File: config.mk
export PLATFORM = sky130hd
export DESIGN_NAME = cond_unit
export DESIGN_NICKNAME = d
export VERILOG_FILES = /design/src/rtl/cond_pkg.sv /design/src/rtl/cond_check.sv /design/src/rtl/cond_unit.sv
export SDC_FILE = /design/constraint.sdc
export NUM_CORES = 1
export LEC_CHECK = 0
export BUFFER_PORTS_ARGS = -buffer_cell sky130_fd_sc_hd__clkbuf_2
export CORE_UTILIZATION = 40
export DETAILED_ROUTE_END_ITERATION = 7
export PLACE_DENSITY = 0.62
export SYNTH_ARGS = -nofsm -noshare
export SYNTH_HDL_FRONTEND = slang
export SYNTH_SLANG_ARGS = --single-unit
File: constraint.sdc
create_clock -name clk -period 2.3 [get_ports clk]
set_clock_uncertainty 0.2 [all_clocks]
set_input_delay 0.23 -clock clk [delete_from_list [all_inputs] [get_ports clk]]
set_output_delay 0.23 -clock clk [all_outputs]
set_load 0.1 [all_outputs]
File: src/rtl/cond_pkg.sv
// Shared definitions for the execute-stage condition unit.
// Provides the ARM condition codes, the NZCV flag bit indices and the
// bit positions of the two flag-write enables.
package cond_pkg;

   localparam logic [3:0] COND_EQ = 4'h0;
   localparam logic [3:0] COND_NE = 4'h1;
   localparam logic [3:0] COND_CS = 4'h2;
   localparam logic [3:0] COND_CC = 4'h3;
   localparam logic [3:0] COND_MI = 4'h4;
   localparam logic [3:0] COND_PL = 4'h5;
   localparam logic [3:0] COND_VS = 4'h6;
   localparam logic [3:0] COND_VC = 4'h7;
   localparam logic [3:0] COND_HI = 4'h8;
   localparam logic [3:0] COND_LS = 4'h9;
   localparam logic [3:0] COND_GE = 4'hA;
   localparam logic [3:0] COND_LT = 4'hB;
   localparam logic [3:0] COND_GT = 4'hC;
   localparam logic [3:0] COND_LE = 4'hD;
   localparam logic [3:0] COND_AL = 4'hE;
   localparam logic [3:0] COND_NV = 4'hF;

   localparam int unsigned FLAG_N = 3;
   localparam int unsigned FLAG_Z = 2;
   localparam int unsigned FLAG_C = 1;
   localparam int unsigned FLAG_V = 0;

   localparam int unsigned FLAGW_NZ = 1;
   localparam int unsigned FLAGW_CV = 0;

endpackage

File: src/rtl/cond_check.sv
// Combinational ARM condition evaluator.
// Ports:
//   cond  in  4  condition field
//   flags in  4  {N,Z,C,V}
//   pass  out 1  condition holds for the given flags (reserved code 4'hF never passes)
module cond_check (
   input  logic [3:0] cond,
   input  logic [3:0] flags,
   output logic       pass
);
   import cond_pkg::*;

   logic n, z, c, v;

   assign n = flags[FLAG_N];
   assign z = flags[FLAG_Z];
   assign c = flags[FLAG_C];
   assign v = flags[FLAG_V];

   always_comb begin
      pass = 1'b0;
      case (cond)
         COND_EQ: pass = z;
         COND_NE: pass = ~z;
         COND_CS: pass = c;
         COND_CC: pass = ~c;
         COND_MI: pass = n;
         COND_PL: pass = ~n;
         COND_VS: pass = v;
         COND_VC: pass = ~v;
         COND_HI: pass = c & ~z;
         COND_LS: pass = ~c | z;
         COND_GE: pass = (n == v);
         COND_LT: pass = (n != v);
         COND_GT: pass = ~z & (n == v);
         COND_LE: pass = z | (n != v);
         COND_AL: pass = 1'b1;
         COND_NV: pass = 1'b0;
         default: pass = 1'b0;
      endcase
   end

endmodule

File: src/rtl/cond_unit.sv
// Execute-stage condition/flag unit: holds the NZCV register, captures one
// decoded instruction per accepted cycle and gates its PC/register/memory
// and flag writes on the evaluated condition.
// Optional statistics counters are enabled by defining COND_STATS_EN.
// Ports:
//   clk, reset (sync, active-high)
//   valid_in, stall, flush            pipeline control
//   cond, flag_w, pcs, reg_w, mem_w, no_write   decoded instruction fields
//   alu_flags                         {N,Z,C,V} for the instruction in execute
//   pc_src, reg_write, mem_write      gated writes for the execute instruction
//   cond_ex                           condition passed for a valid instruction
//   flags                             current flags register
//   exec_count, squash_count          (COND_STATS_EN only) saturating counters
module cond_unit #(
   parameter logic [3:0] RESET_FLAGS = 4'b0000
`ifdef COND_STATS_EN
   , parameter int unsigned CNT_W = 32
`endif
) (
   input  logic       clk,
   input  logic       reset,
   input  logic       valid_in,
   input  logic       stall,
   input  logic       flush,
   input  logic [3:0] cond,
   input  logic [1:0] flag_w,
   input  logic       pcs,
   input  logic       reg_w,
   input  logic       mem_w,
   input  logic       no_write,
   input  logic [3:0] alu_flags,
   output logic       pc_src,
   output logic       reg_write,
   output logic       mem_write,
   output logic       cond_ex,
   output logic [3:0] flags
`ifdef COND_STATS_EN
   ,
   output logic [CNT_W-1:0] exec_count,
   output logic [CNT_W-1:0] squash_count
`endif
);
   import cond_pkg::*;

   logic [3:0] flags_q;
   logic       ex_valid;
   logic [3:0] ex_cond;
   logic [1:0] ex_flag_w;
   logic       ex_pcs;
   logic       ex_reg_w;
   logic       ex_mem_w;
   logic       ex_no_write;
   logic       pass;
   logic       commit;

   cond_check u_cond_check (
      .cond  (ex_cond),
      .flags (flags_q),
      .pass  (pass)
   );

   // Gating is combinational so a stall in the current cycle blocks commits.
   assign cond_ex   = ex_valid & pass;
   assign commit    = cond_ex & ~stall;
   assign pc_src    = commit & ex_pcs;
   assign reg_write = commit & ex_reg_w & ~ex_no_write;
   assign mem_write = commit & ex_mem_w;
   assign flags     = flags_q;

   // Execute register: flush dominates stall; fields only load on accept.
   always_ff @(posedge clk) begin
      if (reset) begin
         ex_valid    <= 1'b0;
         ex_cond     <= 4'h0;
         ex_flag_w   <= 2'b00;
         ex_pcs      <= 1'b0;
         ex_reg_w    <= 1'b0;
         ex_mem_w    <= 1'b0;
         ex_no_write <= 1'b0;
      end else if (flush) begin
         ex_valid <= 1'b0;
      end else if (!stall) begin
         ex_valid <= valid_in;
         if (valid_in) begin
            ex_cond     <= cond;
            ex_flag_w   <= flag_w;
            ex_pcs      <= pcs;
            ex_reg_w    <= reg_w;
            ex_mem_w    <= mem_w;
            ex_no_write <= no_write;
         end
      end
   end

   // Flags register: NZ and CV halves load independently on commit.
   always_ff @(posedge clk) begin
      if (reset) begin
         flags_q <= RESET_FLAGS;
      end else if (commit) begin
         if (ex_flag_w[FLAGW_NZ]) begin
            flags_q[FLAG_N] <= alu_flags[FLAG_N];
            flags_q[FLAG_Z] <= alu_flags[FLAG_Z];
         end
         if (ex_flag_w[FLAGW_CV]) begin
            flags_q[FLAG_C] <= alu_flags[FLAG_C];
            flags_q[FLAG_V] <= alu_flags[FLAG_V];
         end
      end
   end

`ifdef COND_STATS_EN
   logic [CNT_W-1:0] exec_cnt;
   logic [CNT_W-1:0] squash_cnt;
   logic             squash;

   assign squash       = ex_valid & ~pass & ~stall;
   assign exec_count   = exec_cnt;
   assign squash_count = squash_cnt;

   // Saturating statistics counters.
   always_ff @(posedge clk) begin
      if (reset) begin
         exec_cnt   <= '0;
         squash_cnt <= '0;
      end else begin
         if (commit && (exec_cnt != '1)) begin
            exec_cnt <= exec_cnt + CNT_W'(1);
         end
         if (squash && (squash_cnt != '1)) begin
            squash_cnt <= squash_cnt + CNT_W'(1);
         end
      end
   end
`endif

endmodule

==> results.txt, run 1 <==
outcome - finished, violations left
failing checks - negative setup slack
CP startpoint kind - register
global route total overflow - 0
Cell Count Post-Placement - 145
Cell Rows - 16
final worst path period need - 2.32 ns
final setup margin - -0.0192 ns
Die Width - 49.7 µm
Clk pwr share - 29.4%
Rel. slew slack - 64.2%
share of post-route cells with drive strength above 1 - 49.6%
Ys Warns - 0
clock latency on the worst-skew pair - 0.28 ns
Reg power frac - 51.9%
RSZ-0062 raised after global routing - yes
type of the most critical hold path - input port to register
Core Area - 0.00204 mm²
f_max - 0.431 GHz
drt first pass iters - 4
TritonCTS Buffers - 3
critical path arrival - 1.89 ns
drt wl/cell - 12.0 µm
Critical Path End Type - output pin
number of max-cap violations - 0
Mapped Area - 911 µm²
vias post-DR - 815
Final Hold Fails - 0
combinational power share - 18.7%
Syn-to-layout area delta - 50.1%
top cells by area, synth - dfxtp_1, mux2i_1, or2b_2
CP max FO - 8
post-synth cell types - 34
Final Instance Area - 0.00137 mm²
IO Port Bufs - 26
Max Transition Viols Final - 0
Routed WL - 1980 µm
clk slew on worst S/H paths - 0.09 ns
Cell Int Power - 380 µW
measured slew at the worst slew-check pin - 0.539 ns
Syn Inst Count - 92
Final #Nets - 157
Synth Area in Simple Gates - 33.0%
H-Tree Depth - 1
Die Ht - 49.7 µm
Vias/cell - 4.97
syn_area_per_cell - 9.90 µm²
non-filler instance count after layout - 164
n_diodes - 0
Post-DP Area - 0.00116 mm²
Setup CP Type - register to output pin
RD Place Congestion - 0.976
worst reg2reg path depth - 8
Detailed Route Iter0 Violations - 10
GRT Util Overall - 18.3%
Filler cells - 168
Post-Synth Adder-Cell Area - 0%
first-pass GRT wire length - 3500 µm
Finish-stage setup viols - 1
area leader, netlist - dfxtp_1
initial antenna violation count - 0
WHS Path Cells - 3
Final Total Pwr - 515 µW
deepest clock path buffer count - 2
Clock Sinks - 15
VDD IR-drop max - 0.305 mV
Yosys reg bits - 15
Final ANT Viol Nets - 0
share of the synthesized area in the top cell type - 33.0%
Sw Share - 26.2%
vias in the first global route - 814
Initial Utilization - 44.6%
Synth Area in Compound Gates - 11.0%
Root Buffer - clkbuf_4
CTS tree - done
crit share post-route - 101%
io pins - 27
largest net degree at the start of global routing - 20
Leakage - 0.553 nW
PD cells - 377 mW/mm²
Post-Syn Nets - 111
Core Util, Final - 67.0%
DRC - 0
switching pwr - 135 µW
dpl hpwl - 1380 µm
CP required - 1.87 ns
xor/xnor cell area share of the yosys netlist - 1.92%
main combinational cell family by area after synthesis - simple AND/OR/NAND/NOR gates
register area share after synthesis - 33.0%
post-synthesis mux area share - 15.4%
die area - 0.00247 mm²
[registers in the layout, summed over array words and instances, names as in the netlist]
signal / count
ex_cond: 4
ex_flag_w: 2
ex_mem_w: 1
ex_no_write: 1
ex_pcs: 1
ex_reg_w: 1
ex_valid: 1
flags: 4
[final timing paths]
check                           from               endpoint  slack [ns]
max          ex_cond[1]$_SDFFE_PP0P_              reg_write       -0.02
min                     alu_flags[2]  flags[2]$_SDFFE_PP0P_        0.05
max reg2reg  ex_cond[1]$_SDFFE_PP0P_  flags[1]$_SDFFE_PP0P_        0.35
min reg2reg    ex_mem_w$_SDFFE_PP0P_  ex_mem_w$_SDFFE_PP0P_        0.30
[Yosys cell counts]
| master | n |
|---|---|
| dfxtp_1 | 15 |
| mux2i_1 | 14 |
| nor2_1 | 13 |
| or2b_2 | 7 |
| a31oi_1 | 4 |
| a21oi_1 | 3 |
| a211o_1 | 2 |
| and2_1 | 2 |
| buf_6 | 2 |
| nand2_1 | 2 |
| nand4_1 | 2 |
| nor3_1 | 2 |
| nor4b_4 | 2 |
| o21ai_0 | 2 |
| and2b_2 | 1 |
| and3b_1 | 1 |
| and3b_2 | 1 |
| buf_2 | 1 |
| clkbuf_1 | 1 |
| clkbuf_8 | 1 |
| inv_1 | 1 |
| inv_2 | 1 |
| nand2_4 | 1 |
| nand2b_1 | 1 |
| nand2b_4 | 1 |
| nand3b_1 | 1 |
| nor2_8 | 1 |
| nor2b_1 | 1 |
| nor3b_1 | 1 |
| o211a_1 | 1 |
| o211ai_1 | 1 |
| o2bb2ai_2 | 1 |
| xnor2_1 | 1 |
| xor2_1 | 1 |
[cell usage in the layout, fill, tap and decap left out, types with 2 or more instances in the layout]
cell,instances
buf_4,6
dlygate4sd3_1,12
clkbuf_4,3
dfxtp_1,8
nor2_1,12
a211o_1,2
clkbuf_2,22
dfxtp_4,5
and2_4,2
or2b_2,7
buf_12,5
nand2_1,2
a21oi_1,3
nor4b_4,2
a31oi_1,3
o21ai_0,2
dfxtp_2,2
mux2i_1,14
nand4_1,2
[metal layers]
metal,global-route usage [%],up-vias,routed length [µm],share of wire [%]
met1,23.0,376,886,45
li1,-,414,-,-
met3,1.85,4,59,3.0
met5,0,-,0,0
met4,9.05,0,33,1.7
met2,30.9,21,997,50
[area by class of cell]
cell class	count	area, µm²	area share (%)
repair buffers	46	387	28.3
multi-input cells	70	591	43.2
well taps	27	33.8	2.47
clock inverters	1	5.00	0.366
flip-flops and latches	15	322	23.5
clock buffers	3	22.5	1.65
inverters	2	7.51	0.549
[metrics by stage]
step | hold slack [ns] | setup WS, ns | setup TNS, ns
2_1_floorplan | 0.108 | -0.0434 | -0.0869
3_3_place_gp | 0.226 | 0.102 | 0
3_5_place_dp | 0.233 | 0.0512 | 0
4_1_cts | 0.0382 | -0.0385 | -0.0614
5_1_grt | 0.0452 | -0.118 | -0.332
6_report | 0.0475 | -0.0192 | -0.0192
[critical path, stage by stage, from the launching register on]
cell and delay [ns]:
dfxtp_2 0.34, buf_4 0.17, a21oi_1 0.16, o211a_1 0.15, a31oi_1 0.05, o2bb2ai_2 0.14
nor3_2 0.19, and3b_4 0.24, buf_12 0.17
[cells by family (layout without fill, tap and decap cells)]
| family | count (synthesis) | after routing |
|---|---|---|
| xor gates and xnor gates | 2 | 2 |
| muxes | 14 | 14 |
| AOI/OAI and AO/OA | 14 | 14 |
| DFF | 15 | 15 |
| and+or+nand+nor | 40 | 40 |
| buffers and inverters | 7 | 52 |
[timing repair]
action | CTS | global route
hold buffers | 12 | 0
resized for setup | 7 | 3
endpoints found under the setup margin | 4 | 4
buffers inserted | 3 | 0
hold endpoints to repair | 12 | 0
pin swaps | 2 | 2
[power by group through the flow]
stage	Clock, mW	Combinational [mW]	Sequential [mW]
final	0.151	0.0966	0.267
after global routing	0.172	0.105	0.269
after CTS	0.157	0.0952	0.267
after detailed placement	0	0.0753	0.275
after global placement	0	0.0742	0.275
after floorplan	0	0.0506	0.273
Power figures use the tool's default switching activity.
==> inputs of run 2 (changes only) <==
RECOVER_POWER = 50   (was not set)
==> results.txt, run 2 (synthesized netlist as in run 1, its figures left out) <==
outcome - finished, violations left
failing checks - negative setup slack
combinational power share - 18.5% (-0.2 points)
commonest non-fill, non-tap cell in the layout - clkbuf_2
Sw Share - 26.5% (+0.29 points)
final worst path period need - 2.33 ns (+0.00584 ns)
first-pass GRT wire length - 3500 µm (unchanged)
drt first pass iters - 4 (unchanged)
slowest CP cell - dfxtp_2
CTS tree - done
CP startpoint kind - register
post-route setup TNS - -0.0251 ns (-0.00584 ns)
vias in the first global route - 814 (unchanged)
Setup crit start - ex_cond[1]$_SDFFE_PP0P_
register area - 322 µm² (unchanged)
Max stage delay on crit path - 0.34 ns (about the same)
TritonCTS Buffers - 3 (unchanged)
Vias/cell - 4.95 (-0.37%)
die area - 0.00247 mm² (unchanged)
type of the most critical hold path - input port to register
area of the multi-input gates - 586 µm² (-0.85%)
Final #Nets - 157 (unchanged)
drt wl/cell - 12.0 µm (-0.25%)
Final ANT Viol Nets - 0 (unchanged)
global route total overflow - 0 (unchanged)
n_diodes - 0 (unchanged)
IO Port Bufs - 26 (unchanged)
Core Area - 0.00204 mm² (unchanged)
Finish-stage setup viols - 1 (unchanged)
io pins - 27 (unchanged)
dpl hpwl - 1380 µm (unchanged)
Core Util, Final - 66.4% (-0.61 points)
clk slew on worst S/H paths - 0.10 ns (about the same)
Root Buffer - clkbuf_4
CP max FO - 8 (unchanged)
Rel. slew slack - 23.0% (-41 points)
Reg power frac - 51.8% (about the same)
Clk pwr share - 29.7% (+0.3 points)
largest net degree at the start of global routing - 20 (unchanged)
vias post-DR - 812 (-0.37%)
reg-to-reg slack, setup - 0.35 ns (about the same)
deepest clock path buffer count - 2 (unchanged)
share of post-route cells with drive strength above 1 - 46.0% (-3.6 points)
Cell Rows - 16 (unchanged)
Routed WL - 1970 µm (-0.25%)
commonest cells after routing, fill and taps aside - clkbuf_2, mux2i_1, nor2_1, dlygate4sd3_1, dfxtp_1
measured slew at the worst slew-check pin - 1.16 ns (+0.621 ns)
Detailed Route Iter0 Violations - 10 (unchanged)
switching pwr - 137 µW (+1.3%)
DRC - 0 (unchanged)
Clock Sinks - 15 (unchanged)
Max Transition Viols Final - 0 (unchanged)
Die Width - 49.7 µm (unchanged)
final setup margin - -0.0251 ns (-0.00584 ns)
Filler cells - 170 (+1.2%)
Initial Utilization - 44.6% (unchanged)
HP Start - alu_flags[2]
f_max - 0.430 GHz (-0.25%)
Syn-to-layout area delta - 48.8%
H-Tree Depth - 1 (unchanged)
GRT Util Overall - 18.3% (unchanged)
Final Hold Fails - 0 (unchanged)
Die Ht - 49.7 µm (unchanged)
VDD IR-drop max - 0.305 mV (-0.22%)
critical path arrival - 1.90 ns (about the same)
worst reg2reg path depth - 8 (unchanged)
RD Place Congestion - 0.976 (unchanged)
Worst R2R Start - ex_cond[1]$_SDFFE_PP0P_
Final Instance Area - 0.00136 mm² (-0.91%)
initial antenna violation count - 0 (unchanged)
worst-path cell chain - buf_4 > a21oi_1 > o211a_1 > a31oi_1 > o2bb2ai_2 > nor3_2 > and3b_4 > buf_12
WHS Endpoint - flags[2]$_SDFFE_PP0P_
Leakage - 0.537 nW (-2.9%)
Critical Path End Type - output pin
RSZ-0062 raised after global routing - yes
Post-DP Area - 0.00116 mm² (unchanged)
clock latency on the worst-skew pair - 0.29 ns (about the same)
PD cells - 381 mW/mm² (+1.1%)
CP required - 1.87 ns (about the same)
Cell Int Power - 379 µW (-0.24%)
Setup CP Type - register to output pin
number of max-cap violations - 0 (unchanged)
crit share post-route - 101% (+0.25 points)
Reg2Reg Capture Point - flags[1]$_SDFFE_PP0P_
WHS Path Cells - 3 (unchanged)
-- run 2: cell types whose count changed in the layout (fill, tap and decap cells not counted) --
| cell | previous run | this run |
|---|---|---|
| buf_4 | 6 | 5 |
| clkbuf_1 | 0 | 4 |
| clkbuf_2 | 22 | 19 |
| nor3b_1 | 0 | 1 |
| nor3b_2 | 1 | 0 |
-- run 2: worst max-delay path: cells and delay by family, from the launching register on --
kind	cells	cell delay [ns]
AO/OA/AOI/OAI	4	0.50
buffers and inverters	2	0.34
flip-flops	1	0.34
AND/OR/NAND/NOR	2	0.43
-- run 2: power groups by stage --
| stage | Clock [mW] | Combinational, mW | Sequential [mW] |
|---|---|---|---|
| after floorplan | 0 | 0.0506 | 0.273 |
| after global placement | 0 | 0.0742 | 0.275 |
| after detailed placement | 0 | 0.0753 | 0.275 |
| after CTS | 0.157 | 0.0952 | 0.267 |
| after global routing | 0.172 | 0.104 | 0.269 |
| final | 0.153 | 0.0952 | 0.267 |
-- run 2: worst max-delay path by stage --
| stage | cells after the start | slack [ns] | end |
|---|---|---|---|
| finish | 8 | -0.03 | reg_write |
| global route | 8 | -0.12 | reg_write |
| CTS | 7 | -0.04 | reg_write |
| detailed placement | 7 | 0.05 | reg_write |
| global placement | 7 | 0.10 | reg_write |
| floorplan | 6 | -0.04 | mem_write |
-- run 2: stage by stage --
step | hold WS (ns) | power, mW | setup WS, ns | std cells
2_1_floorplan | 0.108 | 0.323 | -0.0434 | 92
3_3_place_gp | 0.226 | 0.349 | 0.102 | 145
3_5_place_dp | 0.233 | 0.351 | 0.0512 | 145
4_1_cts | 0.0382 | 0.520 | -0.0385 | 164
5_1_grt | 0.0452 | 0.544 | -0.118 | 164
6_report | 0.0478 | 0.516 | -0.0251 | 164
-- run 2: what timing repair did --
| item | in CTS | in global routing |
|---|---|---|
| pin swaps | 2 | 2 |
| buffers inserted | 3 | 0 |
| hold endpoints to repair | 12 | 0 |
| hold buffers | 12 | 0 |
| setup endpoints to repair | 4 | 4 |
| resized for setup | 7 | 3 |
-- run 2: cell type report --
cell class                 instances  area share [%]
tap                               27            2.49
sequential                        15            23.7
timing repair buffer              46            28.0
inverter                           2           0.554
clock buffer                       3            1.66
clock inverter                     1           0.369
multi-input combinational         70            43.2
-- run 2: layer usage --
| layer | vias up | track usage [%] | share of wire, % |
|---|---|---|---|
| met1 | 375 | 23.0 | 45 |
| met5 | - | 0 | 0 |
| met2 | 19 | 30.9 | 50 |
| met3 | 4 | 1.85 | 3.1 |
| li1 | 414 | - | - |
| met4 | 0 | 9.05 | 1.7 |
